**src/rtl/rr_mux4_arbiter_pkg.sv**
```systemverilog
// rr_mux4_arbiter_pkg: shared types and constants for the round-robin 4:1 mux arbiter
package rr_mux4_arbiter_pkg;
    localparam int NUM_REQ = 4;
    localparam int SEL_W   = 2;
    localparam int HOLD_W  = 8;
    typedef enum logic {ST_IDLE = 1'b0, ST_OWN = 1'b1} state_t;
    function automatic logic [NUM_REQ-1:0] onehot(input logic [SEL_W-1:0] idx);
        return 4'b0001 << idx;
    endfunction
endpackage

```
**src/rtl/rr_mux4_arbiter_pick.sv**
```systemverilog
// rr_pick4: combinational round-robin priority picker scanning ptr, ptr+1, ptr+2, ptr+3
module rr_pick4
    import rr_mux4_arbiter_pkg::*;
(
    input  logic [NUM_REQ-1:0] req,
    input  logic [SEL_W-1:0]   ptr,
    output logic [SEL_W-1:0]   winner,
    output logic               any
);
    // scan from the farthest slot back to ptr so the nearest requester wins
    always_comb begin
        winner = '0;
        any    = |req;
        for (int i = NUM_REQ - 1; i >= 0; i--) begin
            if (req[ptr + SEL_W'(i)]) winner = ptr + SEL_W'(i);
        end
    end
endmodule

```
**src/rtl/rr_mux4_arbiter.sv**
```systemverilog
// rr_mux4_arbiter: round-robin owner of a shared 4:1 mux; ARB_HOLD_LIMIT_EN adds hold-limit preemption
module rr_mux4_arbiter
    import rr_mux4_arbiter_pkg::*;
#(
    parameter int DW       = 1,
    parameter int MAX_HOLD = 8
) (
    input  logic              clk,
    input  logic              rst,
    input  logic [3:0]        req,
    input  logic [4*DW-1:0]   in_data,
    output logic [3:0]        gnt,
    output logic [1:0]        sel,
    output logic [DW-1:0]     out_data,
    output logic              out_valid
);
    if (MAX_HOLD < 1 || MAX_HOLD > 255) begin : g_bad_hold
        $error("MAX_HOLD must be in 1..255");
    end

    state_t     state, state_n;
    logic [3:0] gnt_n;
    logic [1:0] sel_n, ptr, ptr_n, pick_ptr, winner;
    logic       ov_n, any, rel, pre;

`ifdef ARB_HOLD_LIMIT_EN
    logic [HOLD_W-1:0] hold_cnt, hold_n;
    logic              others;
`endif

    rr_pick4 u_pick (
        .req    (req),
        .ptr    (pick_ptr),
        .winner (winner),
        .any    (any)
    );

    assign out_data = in_data[sel*DW +: DW];

    // next-state: grant from idle, keep while the owner requests, hand over on release or preemption
    always_comb begin
        rel      = (state == ST_OWN) && !req[sel];
`ifdef ARB_HOLD_LIMIT_EN
        others   = |(req & ~onehot(sel));
        pre      = (state == ST_OWN) && req[sel] && others && (hold_cnt >= HOLD_W'(MAX_HOLD - 1));
        hold_n   = (state == ST_OWN && hold_cnt != '1) ? hold_cnt + 1'b1 : hold_cnt;
`else
        pre      = 1'b0;
`endif
        pick_ptr = (rel || pre) ? sel + 2'd1 : ptr;
        state_n  = state;
        gnt_n    = gnt;
        sel_n    = sel;
        ov_n     = out_valid;
        ptr_n    = ptr;
        if (state == ST_IDLE) begin
            if (any) begin
                state_n = ST_OWN;
                gnt_n   = onehot(winner);
                sel_n   = winner;
                ov_n    = 1'b1;
`ifdef ARB_HOLD_LIMIT_EN
                hold_n  = '0;
`endif
            end
        end else if (rel || pre) begin
            ptr_n   = pick_ptr;
`ifdef ARB_HOLD_LIMIT_EN
            hold_n  = '0;
`endif
            if (any) begin
                gnt_n = onehot(winner);
                sel_n = winner;
            end else begin
                state_n = ST_IDLE;
                gnt_n   = '0;
                ov_n    = 1'b0;
            end
        end
    end

    // state and output registers with asynchronous clear
    always_ff @(posedge clk or posedge rst) begin
        if (rst) begin
            state     <= ST_IDLE;
            gnt       <= '0;
            sel       <= '0;
            out_valid <= 1'b0;
            ptr       <= '0;
`ifdef ARB_HOLD_LIMIT_EN
            hold_cnt  <= '0;
`endif
        end else begin
            state     <= state_n;
            gnt       <= gnt_n;
            sel       <= sel_n;
            out_valid <= ov_n;
            ptr       <= ptr_n;
`ifdef ARB_HOLD_LIMIT_EN
            hold_cnt  <= hold_n;
`endif
        end
    end
endmodule

```
**config.mk**
```make
export PLATFORM = sky130hd
export DESIGN_NAME = rr_mux4_arbiter
export DESIGN_NICKNAME = d
export VERILOG_FILES = /design/src/rtl/rr_mux4_arbiter_pkg.sv /design/src/rtl/rr_mux4_arbiter_pick.sv /design/src/rtl/rr_mux4_arbiter.sv
export SDC_FILE = /design/constraint.sdc
export NUM_CORES = 1
export LEC_CHECK = 0
export CAP_MARGIN = 10
export CORE_MARGIN = 10
export CORE_UTILIZATION = 36
export CTS_BUF_LIST = sky130_fd_sc_hd__clkbuf_2
export CTS_CLUSTER_SIZE = 40
export DETAILED_ROUTE_END_ITERATION = 8
export SYNTH_ARGS = -nofsm -noshare
export SYNTH_HDL_FRONTEND = slang
export SYNTH_SLANG_ARGS = --single-unit
```
**constraint.sdc**
```tcl
create_clock -name clk -period 2.5 [get_ports clk]
set_clock_uncertainty 0.05 [all_clocks]
set_input_delay 0.5 -clock clk [delete_from_list [all_inputs] [get_ports clk]]
set_output_delay 0.5 -clock clk [all_outputs]
set_load 0.02 [all_outputs]
```
==> results.toml, run 1 <==
[worst_setup_path]
crit_required_ns = 1.95
critPathKind = "primary input to primary output"
worst_ep_arrival_time_ns = 1.90
crit_fanout = 1
cp-start-kind = "primary input"
end_kind = "primary output"
r2r_cells = 7

[synth]
syn_avg_cell_area_um2 = 9.91
ys_ff_latch = 10
yosysUniqueCellTypes = 31
ys_top_cells_by_area = "dfrtp_1 38%, mux2_4 6.9%, nand2_1 5.2%, mux4_2 3.4%, mux2i_1 3.1%"
yosys_warnings = 0
synth_seq_area_share = 0.382
synth_edf_count = 0
ys_async_sr_fraction = 1.00
synth_nets = 76
synth_area_leader_cell = "dfrtp_1"
synth_ff_type = "dfrtp_1"
ys_top_cells_by_count = "10 x dfrtp_1, 9 x nand2_1, 4 x o21ai_1"
synth_area_um2 = 654
yosysMostFrequentCell = "dfrtp_1"
synthCells = 66
synth_top_area_frac = 0.382

[final_layout]
diodes = 0
drive_gt1_frac = 0.200
syn_to_final_growth_pct = 42.8
fin_cells = 120
nets = 106

[detailed_routing]
dr_total_vias = 600
postRouteAntennaNets = 0
detailedRoute.firstPassIterationCount = 4
drtIter0Drc = 19
wl_um = 1630
wl_per_cell_um = 13.6
viasPerCell = 5.00
drc = 0

[global_route]
grt_pass1_vias = 580
antenna_found_initial = 0
gr-total-overflow = 0
grt_first_pass_wirelength_um = 2730
grt_use_total = 0.0847
grt_max_degree = 11

[placement]
io_buffers = 17
dp_hpwl_um = 1340
post-place-cells = 116
gp_congestion = 0.817
pre_cts_slack_ns = -0.140

[die]
die_x_um = 62.6
die_area_um2 = 3920
rows = 15
start_util = 0.379
dieHeight_um = 62.6
core_region_area_um2 = 1730
ioPinCount = 18

[timing]
timing.final.crit_share = 0.980
min_period_ns = 2.45
setup_ws_ns = 0.0505
setup_viol = 0
worst_pin_slew_ns = 0.370
drv_slew = 0
hold_slack_ns = 0.443
finalSetupTns_ns = 0
report.final.hold_viol_count = 0
max_slew_margin = 0.753
fmax_mhz = 408
rsz0062_at_grt = "no"

[power_and_ir_drop]
combPwrFrac = 0.633
vdd_drop_max_uv = 472
pwr_density_cell_nw_per_um2 = 1110
p_seq_frac = 0.281
p_sw_w = 0.000437
finalPower_w = 0.00104
clkPwrFrac = 0.086
netSwitchingFraction = 0.420
cellInternalPower_w = 0.000603
leakage_nw = 0.414

[clock_network]
cts_tree = "built"
cts.sinks = 10
cts_buffer_depth = 2
cts_hold_buf = 0
cts_root_buffer = "clkbuf_2"
cts_made_buffers = 3
h-tree-depth = 1
clk_pin_slew_ns = 0.11
clock_latency_ns = 0.25

[job]
maxCapViolCount = 0

[worst_hold_path]
hold_class = "flip-flop to flip-flop"
min_path_cells = 2

[outcome]
status = "finished, final reports clean"
[critical path: stages]
cell and delay, ns:
clkdlybuf4s50_1 0.39, mux4_2 0.46, clkdlybuf4s50_1 0.55
[logic make-up (layout without fill, tap and decap cells)]
kind of cell | after synthesis | count (layout) | synth area share
adders and majority gates | 1 | 1 | 0.0153
buffers and inverters | 5 | 34 | 0.0421
DFF | 10 | 10 | 0.382
AOI/OAI and AO/OA | 18 | 18 | 0.208
muxes | 6 | 6 | 0.134
xor gates and xnor gates | 1 | 1 | 0.0134
and+or+nand+nor | 25 | 25 | 0.205
[area by class of cell]
type	instances	area, um^2
Sequential cell	10	251
Clock buffer	3	15.0
Multi-Input combinational cell	51	377
Fill cell	162	792
Tap cell	25	31.3
Inverter	3	11.3
Timing Repair Buffer	27	245
Clock inverter	1	3.75
[path summary, 6_finish.rpt]
path | start | to | slack [ns]
max in group asynchronous | rst | sel[0]$_DFFE_PP0P_ | 1.66
min | gnt[3]$_DFFE_PP0P_ | gnt[3]$_DFFE_PP0P_ | 0.44
max | in_data[3] | out_data | 0.05
max reg2reg | sel[1]$_DFFE_PP0P_ | gnt[0]$_DFFE_PP0P_ | 0.25
min reg2reg | gnt[3]$_DFFE_PP0P_ | gnt[3]$_DFFE_PP0P_ | 0.44
min in group asynchronous | rst | gnt[1]$_DFFE_PP0P_ | 0.45
[what timing repair did]
action	CTS	global route
endpoints found under the setup margin	1	0
gates resized for setup	1	0
buffers inserted	0	0
[layout by cell type, fill, tap and decap left out, types with 3 or more instances in the layout]
master and instances:
clkdlybuf4s50_1 17, clkbuf_2 3, buf_4 10, inv_1 3, nand2_1 9, nand2b_1 3, mux2_4 3, o21ai_1 4
dfrtp_1 9
[per-layer routing]
metal / wire length (um) / vias to the layer above / global-route usage
met5: 0 / - / 0
met4: 5 / 0 / 0.0168
met3: 108 / 2 / 0.0466
met2: 738 / 17 / 0.136
met1: 777 / 279 / 0.0967
li1: - / 302 / -
[metrics by stage]
step | area (um^2) | util
final | 935 | 0.541
after global routing | 935 | 0.541
after CTS | 935 | 0.541
after detailed placement | 915 | 0.530
after global placement | 915 | 0.530
after floorplan | 654 | -
[sequential cells by signal, indices dropped and copies added, names as in the netlist]
name       cells
ptr            2
out_valid      1
sel            2
state          1
gnt            4
[power by group through the flow]
stage | clock [W] | combinational, W | sequential [W]
global placement | 0 | 0.000655 | 0.000295
global route | 0.000104 | 0.000713 | 0.000305
CTS | 0.0000938 | 0.000664 | 0.000293
detailed placement | 0 | 0.000659 | 0.000295
floorplan | 0 | 0.000392 | 0.000308
finish | 0.0000898 | 0.000659 | 0.000292
No activity file was read; power rests on OpenSTA's default activity.
==> run 2: changes to the inputs <==
SYNTH_HIERARCHICAL = 1   (was default)
==> run 2 against run 1 <==
  * Cell count up 11%
  * Via count up 16%
  * Wire length up 21%
  * Sequential share of layout area down 4.3 points
  * Die area up 7.0%
  * Sequential cell count unchanged
  * Maximum frequency up 2.6%
  * Cell area up 19%
  * Global-route usage up 1.1 points
  * Hold slack about the same
  * Synthesized area up 10%
  * Count of clock-buffer cells in the layout unchanged
==> results.toml, run 2 <==
[clock_network]
clock_latency_ns = 0.24
cts_buffer_depth = 2
h-tree-depth = 1
cts_made_buffers = 3
clk_pin_slew_ns = 0.09
cts_tree = "built"
cts_root_buffer = "clkbuf_2"
cts.sinks = 10

[detailed_routing]
met1_length_um = 828
drc = 0
viasPerCell = 5.23
dr_wl_met2_um = 971
dr_wl_met3_um = 148
dr_total_vias = 696
wl_um = 1970
drtIter0Drc = 27
postRouteAntennaNets = 0
wl_per_cell_um = 14.8
detailedRoute.firstPassIterationCount = 4
top_layer_used = "met4"

[timing]
setup_ws_ns = 0.112
setup_viol = 0
fmax_mhz = 419
timing.final.crit_share = 0.955
max_slew_margin = 0.758
min_period_ns = 2.39
drv_slew = 0
finalSetupTns_ns = 0
report.final.hold_viol_count = 0
worst_pin_slew_ns = 0.362

[synth]
synth_top_area_frac = 0.347
ys_top_cells_by_count = "10 x dfrtp_1, 6 x nor2_1, 5 x inv_1, 5 x o2bb2ai_1"
ys_top_cells_by_area = "dfrtp_1 35%, o2bb2ai_1 6.1%, mux2i_1 5.5%, mux4_1 3.6%, nand2b_1 3.5%"
yosysUniqueCellTypes = 31
ys_ff_latch = 10
synth_ff_type = "dfrtp_1"
ys_async_sr_fraction = 1.00
syn_avg_cell_area_um2 = 10.0
synth_edf_count = 0
yosysMostFrequentCell = "dfrtp_1"
synthCells = 72
yosys_warnings = 6
synth_seq_area_share = 0.347
synth_area_leader_cell = "dfrtp_1"
synth_nets = 82
synth_area_um2 = 722

[die]
die_area_um2 = 4200
die_x_um = 64.8
start_util = 0.372
dieHeight_um = 64.8
core_region_area_um2 = 1940
ioPinCount = 18
rows = 16

[worst_setup_path]
slowest_stage = "dfrtp_2"
worst_ep_arrival_time_ns = 2.52
reg2reg_slack_ns = 0.11
end_kind = "flip-flop"
crit_required_ns = 2.63
cp_top_family = "multiplexers"
crit_fanout = 4
rr_endpoint = "gnt[0]$_DFFE_PP0P_"
cp-start-kind = "flip-flop"
r2r_start = "sel[0]$_DFFE_PP0P_"
crit_buf_inv = 1
critPathKind = "flip-flop to flip-flop"
r2r_cells = 9
critical-path-max-stage-delay_ns = 0.45
cp_cell_sequence = "buf_4 > mux2_4 > o2bb2ai_4 > mux2i_2 > nand2b_1 > a211oi_2 > nor2_2 > or3_1 > o2bb2ai_1"

[final_layout]
syn_to_final_growth_pct = 54.2
final_cell_mix = "17 x buf_4, 12 x clkdlybuf4s50_1, 9 x dfrtp_1"
nFillCells = 200
nets = 118
final_core_util = 0.573
regMostFlops = "gnt"
largestRegisters = "gnt: 4 flops, ptr: 2 flops, sel: 2 flops"
diodes = 0
final_common_cell = "buf_4"
largest_reg_flops = 4
drive_gt1_frac = 0.358

[outcome]
status = "finished, final reports clean"

[global_route]
grt_max_degree = 11
grt_first_pass_wirelength_um = 3330
gr-total-overflow = 0
grt_pass1_vias = 710
grt_use_total = 0.0958
antenna_found_initial = 0

[power_and_ir_drop]
pwr_density_cell_nw_per_um2 = 1140
vdd_drop_max_uv = 529
leakage_nw = 0.502

[job]
maxCapViolCount = 0

[worst_hold_path]
min_path_cells = 1
hold_end = "gnt[3]$_DFFE_PP0P_"
worstHoldStart = "gnt[3]$_DFFE_PP0P_"
hold_class = "flip-flop to flip-flop"

[placement]
gp_congestion = 0.826
io_buffers = 17
dp_hpwl_um = 1520
pre_cts_slack_ns = -0.317
[run 2: final cells by class]
type / count / area (um^2) / area share
sequential: 10 / 251 / 0.226
inverter: 5 / 18.8 / 0.0169
clock buffer: 3 / 15.0 / 0.0135
multi-input combinational: 53 / 472 / 0.424
tap: 27 / 33.8 / 0.0303
timing repair buffer: 35 / 323 / 0.290
[run 2: worst register-to-register path: cells and delay by family (launching register included)]
| family | cells | cell delay (ns) |
|---|---|---|
| buf+inv | 1 | 0.15 |
| simple gates | 3 | 0.55 |
| flops | 1 | 0.45 |
| mux | 2 | 0.61 |
| compound gates | 3 | 0.50 |
[run 2: metrics by stage]
stage	std cells	total power, W	hold WS, ns	cell area (um^2)
3_3_place_gp	127	0.00106	0.426	1010
3_5_place_dp	127	0.00107	0.427	1010
6_report	133	0.00127	0.443	1110
2_1_floorplan	72	0.000762	0.290	722
4_1_cts	130	0.00120	0.451	1060
5_1_grt	133	0.00137	0.466	1110
[run 2: where the power goes]
group / switching [W] / total, W / internal (W)
Sequential: 0.0000542 / 0.000282 / 0.000228
Combinational: 0.000418 / 0.000907 / 0.000489
Clock: 0.0000495 / 0.0000823 / 0.0000327
Total: 0.000522 / 0.00127 / 0.000750
[run 2: worst max-delay path by stage]
| stage | startpoint | to | slack, ns | depth (start not counted) |
|---|---|---|---|---|
| floorplan | sel[0]$_DFFE_PP0P_ | gnt[0]$_DFFE_PP0P_ | 0.06 | 9 |
| global placement | req[3] | gnt[0]$_DFFE_PP0P_ | -0.35 | 9 |
| detailed placement | req[3] | sel[1]$_DFFE_PP0P_ | -0.32 | 10 |
| CTS | req[2] | sel[1]$_DFFE_PP0P_ | 0.01 | 10 |
| global route | sel[0]$_DFFE_PP0P_ | gnt[0]$_DFFE_PP0P_ | -0.002 | 9 |
| finish | sel[0]$_DFFE_PP0P_ | gnt[0]$_DFFE_PP0P_ | 0.11 | 9 |
[run 2: logic make-up (layout without fill, tap and decap cells)]
logic type / count (synthesis) / in the layout / share of synthesized area
simple gates: 23 / 23 / 0.173
compound gates: 21 / 21 / 0.239
flops: 10 / 10 / 0.347
mux: 9 / 9 / 0.179
buf+inv: 9 / 43 / 0.0624
[run 2: repair_timing]
action,in CTS,in global routing
buffers inserted,0,3
gates resized for setup,9,6
endpoints found under the setup margin,5,5
pin swaps,1,3
gates cloned,0,0
hold buffers,0,0
[run 2: per-layer routing]
metal  track usage  vias to the layer above
met3        0.0481                        2
met5             0                        -
li1              -                      338
met4        0.0187                        0
met2         0.153                       21
met1         0.114                      335
